$ cat config.mk
export PLATFORM = sky130hd
export DESIGN_NAME = bus_dev_fifo
export DESIGN_NICKNAME = d
export VERILOG_FILES = /design/src/rtl/bus_dev_fifo.sv
export SDC_FILE = /design/constraint.sdc
export NUM_CORES = 1
export LEC_CHECK = 0
export CAP_MARGIN = 20
export CORE_MARGIN = 5
export CORE_UTILIZATION = 27
export CTS_CLUSTER_SIZE = 25
export DETAILED_ROUTE_END_ITERATION = 8
export SETUP_SLACK_MARGIN = 0.3
export SLEW_MARGIN = 20
export SYNTH_ARGS = -nofsm -noshare
export SYNTH_HDL_FRONTEND = slang
export SYNTH_SLANG_ARGS = --single-unit
export TNS_END_PERCENT = 1
$ cat constraint.sdc
create_clock -name clk -period 6.38 [get_ports clk]
set_clock_uncertainty 0.15 [all_clocks]
set_input_delay 1.276 -clock clk [delete_from_list [all_inputs] [get_ports clk]]
set_output_delay 1.276 -clock clk [all_outputs]
set_load 0.005 [all_outputs]
$ cat src/rtl/bus_dev_fifo.sv
// Per-terminal bus FIFO adapter: TX FIFO (host -> bus pending/pop) and RX FIFO (bus push -> host).
// Optional destination filtering on RX is enabled by defining BUS_DEV_FIFO_ADDR_FILTER_EN.

module bus_dev_fifo_core #(
  parameter int W     = 16,
  parameter int DEPTH = 8
) (
  input  logic                     clk,
  input  logic                     reset,
  input  logic                     wr_req,
  input  logic [W-1:0]             wr_data,
  input  logic                     rd_req,
  output logic [W-1:0]             rd_data,
  output logic                     full,
  output logic                     empty,
  output logic [$clog2(DEPTH):0]   count,
  output logic                     ovf
);
  localparam int AW = $clog2(DEPTH);

  logic [AW:0]  wptr_q, wptr_d;
  logic [AW:0]  rptr_q, rptr_d;
  logic         ovf_q, ovf_d;
  logic [W-1:0] mem_q [DEPTH];
  logic [W-1:0] mem_d [DEPTH];
  logic         do_wr, do_rd;

  assign empty   = (wptr_q == rptr_q);
  assign full    = (wptr_q[AW] != rptr_q[AW]) && (wptr_q[AW-1:0] == rptr_q[AW-1:0]);
  assign count   = wptr_q - rptr_q;
  assign ovf     = ovf_q;
  // Head is forced to zero when empty so stale entries never leak after reset.
  assign rd_data = empty ? '0 : mem_q[rptr_q[AW-1:0]];

  always_comb begin
    do_rd  = rd_req && !empty;
    // A read in the same cycle frees the slot, so a write into a full FIFO still lands.
    do_wr  = wr_req && (!full || do_rd);
    mem_d  = mem_q;
    wptr_d = wptr_q;
    rptr_d = rptr_q;
    ovf_d  = ovf_q | (wr_req && full && !do_rd);
    if (do_wr) begin
      mem_d[wptr_q[AW-1:0]] = wr_data;
      wptr_d                = wptr_q + 1'b1;
    end
    if (do_rd) begin
      rptr_d = rptr_q + 1'b1;
    end
  end

  always_ff @(posedge clk) begin
    if (!reset) begin
      wptr_q <= '0;
      rptr_q <= '0;
      ovf_q  <= 1'b0;
    end else begin
      wptr_q <= wptr_d;
      rptr_q <= rptr_d;
      ovf_q  <= ovf_d;
    end
  end

  always_ff @(posedge clk) begin
    mem_q <= mem_d;
  end
endmodule

module bus_dev_fifo #(
  parameter int         pckg_sz = 16,
  parameter int         depth   = 8,
  parameter logic [7:0] drv_id  = 8'd0,
  parameter logic [7:0] bdcst   = 8'hFF
) (
  input  logic                     clk,
  input  logic                     reset,
  input  logic                     wr_en,
  input  logic [pckg_sz-1:0]       wr_data,
  output logic                     tx_full,
  output logic                     pndng,
  output logic [pckg_sz-1:0]       D_pop,
  input  logic                     pop,
  input  logic                     push,
  input  logic [pckg_sz-1:0]       D_push,
  input  logic                     rd_en,
  output logic [pckg_sz-1:0]       rd_data,
  output logic                     rx_empty,
  output logic [$clog2(depth):0]   tx_count,
  output logic [$clog2(depth):0]   rx_count,
  output logic                     tx_ovf,
  output logic                     rx_ovf
);
  // Bus handshake: pndng means D_pop holds a valid head; a pop sampled with
  // pndng=1 consumes it at that edge, pop with pndng=0 is ignored.
  logic tx_empty;
  logic addr_match;
  logic addr_hit;

  assign addr_match = (D_push[pckg_sz-1 -: 8] == drv_id) || (D_push[pckg_sz-1 -: 8] == bdcst);

`ifdef BUS_DEV_FIFO_ADDR_FILTER_EN
  assign addr_hit = addr_match;
`else
  // Unfiltered: every delivered packet is taken; routing is the arbiter's job.
  assign addr_hit = addr_match | 1'b1;
`endif

  assign pndng = !tx_empty;

  bus_dev_fifo_core #(.W(pckg_sz), .DEPTH(depth)) u_tx (
    .clk     (clk),
    .reset   (reset),
    .wr_req  (wr_en),
    .wr_data (wr_data),
    .rd_req  (pop),
    .rd_data (D_pop),
    .full    (tx_full),
    .empty   (tx_empty),
    .count   (tx_count),
    .ovf     (tx_ovf)
  );

  logic rx_full_unused;

  bus_dev_fifo_core #(.W(pckg_sz), .DEPTH(depth)) u_rx (
    .clk     (clk),
    .reset   (reset),
    .wr_req  (push && addr_hit),
    .wr_data (D_push),
    .rd_req  (rd_en),
    .rd_data (rd_data),
    .full    (rx_full_unused),
    .empty   (rx_empty),
    .count   (rx_count),
    .ovf     (rx_ovf)
  );
endmodule

==> impl_metrics.py, run 1 <==
metrics = {
    "synth": {
        "async_flop_share": 0,
        "ys_ff_latch": 274,
        "synthSimpleGateAreaFrac": 0.02775,
        "synth_compound_area_frac": 0.03757,
        "synthFlopType": "edfxtp_1",
        "synth_top_family_by_area": "multiplexers",
        "syn_inst": 584,
        "synth_edf_count": 256,
        "synth-xor-area-share": 0.01519,
        "syn_nets": 634,
        "syn_area_per_cell_um2": 18.76,
        "ys_types": 44,
        "synth_fa_ha_area_frac": 0.01508,
        "synth_warnings": 0,
        "netlist_area_um2": 10960,
        "muxShareOfSynthArea": 0.1325,
        "ys_seq_area_frac": 0.7346,
    },
    "min_path": {
        "min_to": "u_rx.ovf",
        "hp-class": "flip-flop to flip-flop",
        "holdPathStages": 2,
        "min_from": "u_rx.ovf",
    },
    "global_routing": {
        "grt_pass1_vias": 5673,
        "grt_pass1_wl_um": 34610,
        "use_met2": 0.1655,
        "overflow": 0,
        "grtUsageMet1": 0.1343,
        "grt.met3_usage": 0.02208,
        "grt_util_all_layers": 0.09934,
        "busiest_layer": "met2",
        "grt_max_degree": 37,
        "antenna_found_initial": 0,
    },
    "setup_path": {
        "crit_chain": "inv_1 -> ha_1 -> and3_1 -> nand2_1 -> nand2_1 -> o22ai_1 -> clkdlybuf4s50_1",
        "r2r-end": "u_rx.mem_q[87]",
        "cp_common_cell": "nand2_1",
        "r2r_start": "u_rx.wptr_q[0]",
        "worstPathArrival_ns": 3.23,
        "crit_start": "u_tx.wptr_q[0]",
        "regToRegSetupSlack_ns": 3.47,
        "crit_path_max_fanout": 16,
        "crit_path_max_incr_delay_ns": 0.58,
        "crit_path_start_kind": "flip-flop",
        "critPathSlowestCell": "clkdlybuf4s50_1",
        "path_class": "flip-flop to output pin",
        "cp_data_required_time_ns": 4.95,
        "worstRegToRegCells": 7,
        "end_kind": "output pin",
    },
    "routing": {
        "drc": 0,
        "num_vias": 5458,
        "postRouteAntennaNets": 0,
        "dr.pass1.iters": 4,
        "wl_per_cell_um": 18.13,
        "via_per_inst": 4.405,
        "drt-total-wl_um": 22460,
        "first_iter_violations": 261,
    },
    "floorplanning": {
        "die_h_um": 211.4,
        "io_pins": 83,
        "start_util": 0.2745,
        "fp.dieArea_um2": 44700,
        "die_x_um": 211.4,
        "row_count": 73,
        "core_area_um2": 39910,
    },
    "pwr": {
        "p_leak_uw": 0.004396,
        "p_per_area_nw_per_um2": 327.2,
        "clock_power_share": 0.350,
        "peakVddDrop_uv": 217.6,
        "switching_share": 0.2449,
        "pwr-share-seq": 0.463,
        "comb_power_share": 0.187,
        "switching_power_uw": 1075,
        "internal-power_uw": 3315,
    },
    "sta": {
        "final-setup-viol-count": 0,
        "worstMarginPinSlew_ns": 0.8535,
        "setup_tns_ns": 0,
        "rsz0062_at_grt": "false",
        "final.period_utilization": 0.7305,
        "period_needed_ns": 4.661,
        "max_freq_mhz": 214.6,
        "timing.final.ws_setup_ns": 1.719,
        "hold_violations": 0,
        "maxSlewHeadroom": 0.4292,
        "drv_slew": 0,
    },
    "placed_design": {
        "preCtsSetupSlack_ns": 2.141,
        "io_buffers": 82,
        "gp_congestion": 0.7361,
        "hpwl_um": 13140,
    },
    "final_layout": {
        "drive_above_1_share": 0.2073,
        "areaGrowthSynthToFinish_pct": 22.50,
        "final_common_cell": "edfxtp_1",
        "layout.nets": 743,
        "layout_common_cells": "edfxtp_1, clkdlybuf4s50_1, inv_1",
        "num_antenna_cells": 0,
    },
    "clock_network": {
        "cts_made_buffers": 28,
        "htreeDepth": 1,
        "cts_resized": 0,
        "clock_path_buffers": 3,
        "cts-root-buf": "clkbuf_16",
        "clock_latency_ns": 0.53,
        "cts_tree": "done",
        "clk_pin_slew_ns": 0.07,
        "cts_hold_buffers": 0,
        "cts.sinks": 274,
        "post_cts_buffers": 0,
    },
    "job": {
        "cap_violations": 0,
    },
    "outcome": {
        "status": "completed",
    },
}
## kinds of logic (layout without fill, tap and decap cells)
kind of cell	Yosys count	count (layout)
AO/OA/AOI/OAI	58	58
adder cells (fa/ha/maj)	12	12
XOR/XNOR	16	16
buffers and inverters	103	233
flip-flops	274	274
AND/OR/NAND/NOR	56	56
multiplexers	65	65
## cell type report
| cell class | instances | area [um2] |
|---|---|---|
| inverters | 78 | 292.8 |
| repair buffers | 104 | 985.9 |
| multi-input cells | 207 | 2576 |
| well taps | 525 | 656.9 |
| clock buffers | 33 | 740.7 |
| flip-flops and latches | 274 | 8050 |
| clock inverters | 18 | 117.6 |
| fillers | 3779 | 26490 |
## routing by layer
| layer | up-vias | part of all wire |
|---|---|---|
| met2 | 132 | 0.48 |
| li1 | 2508 | - |
| met5 | - | 0 |
| met1 | 2783 | 0.45 |
| met4 | 0 | 0.019 |
| met3 | 35 | 0.051 |
## synthesized netlist by cell type (2+ instances only)
library cell | n | area (um2)
inv_1 | 78 | 292.8
nand2_1 | 12 | 45.04
fa_1 | 2 | 40.04
o21ai_0 | 5 | 25.02
dfxtp_1 | 18 | 360.4
xor2_1 | 3 | 26.28
ha_1 | 10 | 125.1
o22ai_1 | 32 | 200.2
clkbuf_1 | 9 | 33.78
o211ai_1 | 2 | 15.01
buf_1 | 2 | 7.510
edfxtp_1 | 256 | 7687
nand2b_1 | 2 | 12.51
nor2_1 | 3 | 11.26
xnor2_1 | 11 | 96.34
o21ai_1 | 3 | 15.01
and3_1 | 2 | 12.51
nor3_1 | 8 | 40.04
and2_1 | 9 | 56.30
a21oi_1 | 6 | 30.03
a21o_1 | 2 | 15.01
buf_4 | 2 | 15.01
nand3_1 | 7 | 35.03
mux4_2 | 64 | 1441
buf_2 | 12 | 60.06
nor2b_1 | 2 | 12.51
nor4_1 | 5 | 31.28
## power by group through the flow
stage | Clock (uW) | Sequential (uW) | Combinational [uW]
floorplan | 0 | 2070 | 476
global route | 1650 | 2040 | 899
detailed placement | 0 | 2070 | 847
finish | 1540 | 2030 | 823
global placement | 0 | 2070 | 844
CTS | 1570 | 2030 | 850
## critical path, delay by kind of cell (launching register included)
kind,cells,cell delay (ns)
simple gates,3,0.75
buf+inv,2,0.73
flops,1,0.52
compound gates,1,0.36
fa+ha+maj,1,0.33
## sequential cells by signal (all words and copies together) (netlist names)
name	count
u_rx.ovf	1
u_rx.mem_q	128
u_tx.wptr_q	4
u_tx.rptr_q	4
u_rx.rptr_q	4
u_rx.wptr_q	4
u_tx.ovf	1
u_tx.mem_q	128
## metrics by stage
step	utilization	hold WS (ns)	std cells	total power, uW	area [um2]
after floorplan	-	0.3323	584	2541	10960
after global placement	0.3147	0.3251	1188	2914	12560
after detailed placement	0.3147	0.3455	1188	2918	12560
after CTS	0.3362	0.3688	1239	4457	13420
after global routing	0.3362	0.4213	1239	4586	13420
final	0.3362	0.3619	1239	4391	13420
## how the worst max path moves through the flow
stage / end / depth (start not counted)
2_1_floorplan: u_tx.mem_q[48] / 7
3_3_place_gp: D_pop[11] / 7
3_5_place_dp: D_pop[9] / 7
4_1_cts: D_pop[9] / 7
5_1_grt: D_pop[9] / 7
6_report: D_pop[11] / 7
Note: power is estimated with default switching activity, not from simulation.
==> run 2: changes to the inputs <==
Clock period 6.38 ns to 3.95 ns, I/O delays scaled along.
==> impl_metrics.py, run 2 (synthesized netlist as in run 1, its figures left out) <==
metrics = {
    "outcome": {
        "status": "completed",
    },
    "floorplanning": {
        "row_count": 73,
        "io_pins": 83,
        "die_h_um": 211.4,
        "start_util": 0.2745,
        "die_x_um": 211.4,
        "fp.dieArea_um2": 44700,
        "core_area_um2": 39910,
    },
    "final_layout": {
        "areaGrowthSynthToFinish_pct": 23.38,
        "largest_registers": "u_rx.mem_q x128, u_tx.mem_q x128",
        "drive_above_1_share": 0.2221,
        "layout.nets": 748,
        "num_antenna_cells": 0,
        "layout_common_cells": "edfxtp_1, clkdlybuf4s50_1, inv_1",
        "nFillCells": 3784,
        "final_common_cell": "edfxtp_1",
    },
    "pwr": {
        "clock_power_share": 0.350,
        "pwr-share-seq": 0.460,
        "p_leak_uw": 0.004453,
        "p_per_area_nw_per_um2": 529.8,
        "switching_power_uw": 1727,
        "peakVddDrop_uv": 308.3,
        "comb_power_share": 0.190,
        "internal-power_uw": 5434,
        "switching_share": 0.2412,
    },
    "sta": {
        "rsz0062_at_grt": "true",
        "final.period_utilization": 0.9415,
        "period_needed_ns": 3.719,
        "drv_slew": 0,
        "max_freq_mhz": 268.9,
        "maxSlewHeadroom": 0.4284,
        "worstMarginPinSlew_ns": 0.8547,
        "hold_slack_ns": 0.3463,
        "hold_violations": 0,
        "final-setup-viol-count": 0,
        "setup_tns_ns": 0,
    },
    "setup_path": {
        "crit_path_max_fanout": 16,
        "crit_path_start_kind": "flip-flop",
        "worstPathArrival_ns": 2.78,
        "cp_data_required_time_ns": 3.01,
        "end_kind": "output pin",
        "path_class": "flip-flop to output pin",
    },
    "clock_network": {
        "cts_hold_buffers": 0,
        "clk_pin_slew_ns": 0.06,
        "htreeDepth": 1,
        "cts_made_buffers": 28,
        "clock_path_buffers": 3,
        "cts.sinks": 274,
        "cts-root-buf": "clkbuf_16",
        "cts_tree": "done",
        "clock_latency_ns": 0.53,
    },
    "routing": {
        "wl_per_cell_um": 18.39,
        "postRouteAntennaNets": 0,
        "num_vias": 5536,
        "dr.pass1.iters": 4,
        "dr.max_layer_used": "met5",
        "first_iter_violations": 329,
        "drc": 0,
        "wl_met3_um": 1269,
        "drt-total-wl_um": 22820,
        "met2_length_um": 11450,
        "via_per_inst": 4.461,
        "wl_met1_um": 9655,
    },
    "global_routing": {
        "grt_max_degree": 37,
        "grt_util_all_layers": 0.1003,
        "grt_pass1_vias": 5799,
        "grt_pass1_wl_um": 35050,
        "overflow": 0,
        "antenna_found_initial": 1,
    },
    "job": {
        "cap_violations": 0,
    },
    "placed_design": {
        "gp_congestion": 0.7209,
        "hpwl_um": 13710,
        "io_buffers": 82,
    },
    "min_path": {
        "hp-class": "flip-flop to flip-flop",
    },
}
run 2: metal layers:
metal  vias to the layer above  track usage
li1                       2510            -
met1                      2861       0.1297
met2                       129       0.1733
met3                        34      0.02371
met4                         2      0.02088
met5                         -            0
run 2: critical path: stages, from the launching register on:
cell and delay [ns]:
dfxtp_1 0.31, buf_4 0.17, inv_1 0.11, ha_1 0.32, and3_1 0.22, nand2_1 0.12
nand2_1 0.06, buf_4 0.20, o22ai_2 0.21, clkdlybuf4s50_1 0.53
run 2: cell type report:
class	count	area [um2]	share of cell area
timing repair buffer	109	1037	0.07674
tap	525	656.9	0.04860
clock inverter	16	127.6	0.009442
multi-input combinational	207	2610	0.1931
sequential	274	8055	0.5959
clock buffer	32	737.0	0.05452
inverter	78	292.8	0.02166
run 2: worst paths after layout:
check                                      end      startpoint  slack [ns]  depth (start not counted)
worst max-delay path                 D_pop[10]  u_tx.wptr_q[0]        0.23                          9
worst min-delay path                  u_rx.ovf        u_rx.ovf        0.35                          2
worst max register to register  u_rx.mem_q[75]  u_rx.wptr_q[0]        1.25                          8
worst min register to register        u_rx.ovf        u_rx.ovf        0.35                          2
run 2: power by group through the flow:
stage	sequential, uW	combinational [uW]	clock (uW)
after global placement	3360	1390	0
after CTS	3300	1410	2580
after detailed placement	3360	1390	0
after global routing	3310	1490	2700
after floorplan	3340	769	0
final	3300	1360	2500
run 2: repair_timing:
item | in CTS | in global routing
endpoints found under the hold margin | 0 | 0
setup buffers | 0 | 0
setup endpoints to repair | 32 | 31
gates resized for setup | 6 | 3
run 2: stage by stage:
step           utilization  setup WS [ns]  std cells  power [uW]  area, um2
6_report            0.3386         0.2309       1241        7161      13520
2_1_floorplan            -         0.1573        584        4105      10960
5_1_grt             0.3386        0.09443       1241        7496      13520
3_5_place_dp        0.3162         0.6273       1193        4755      12620
4_1_cts             0.3384         0.1527       1241        7285      13510
3_3_place_gp        0.3162         0.6753       1193        4743      12620
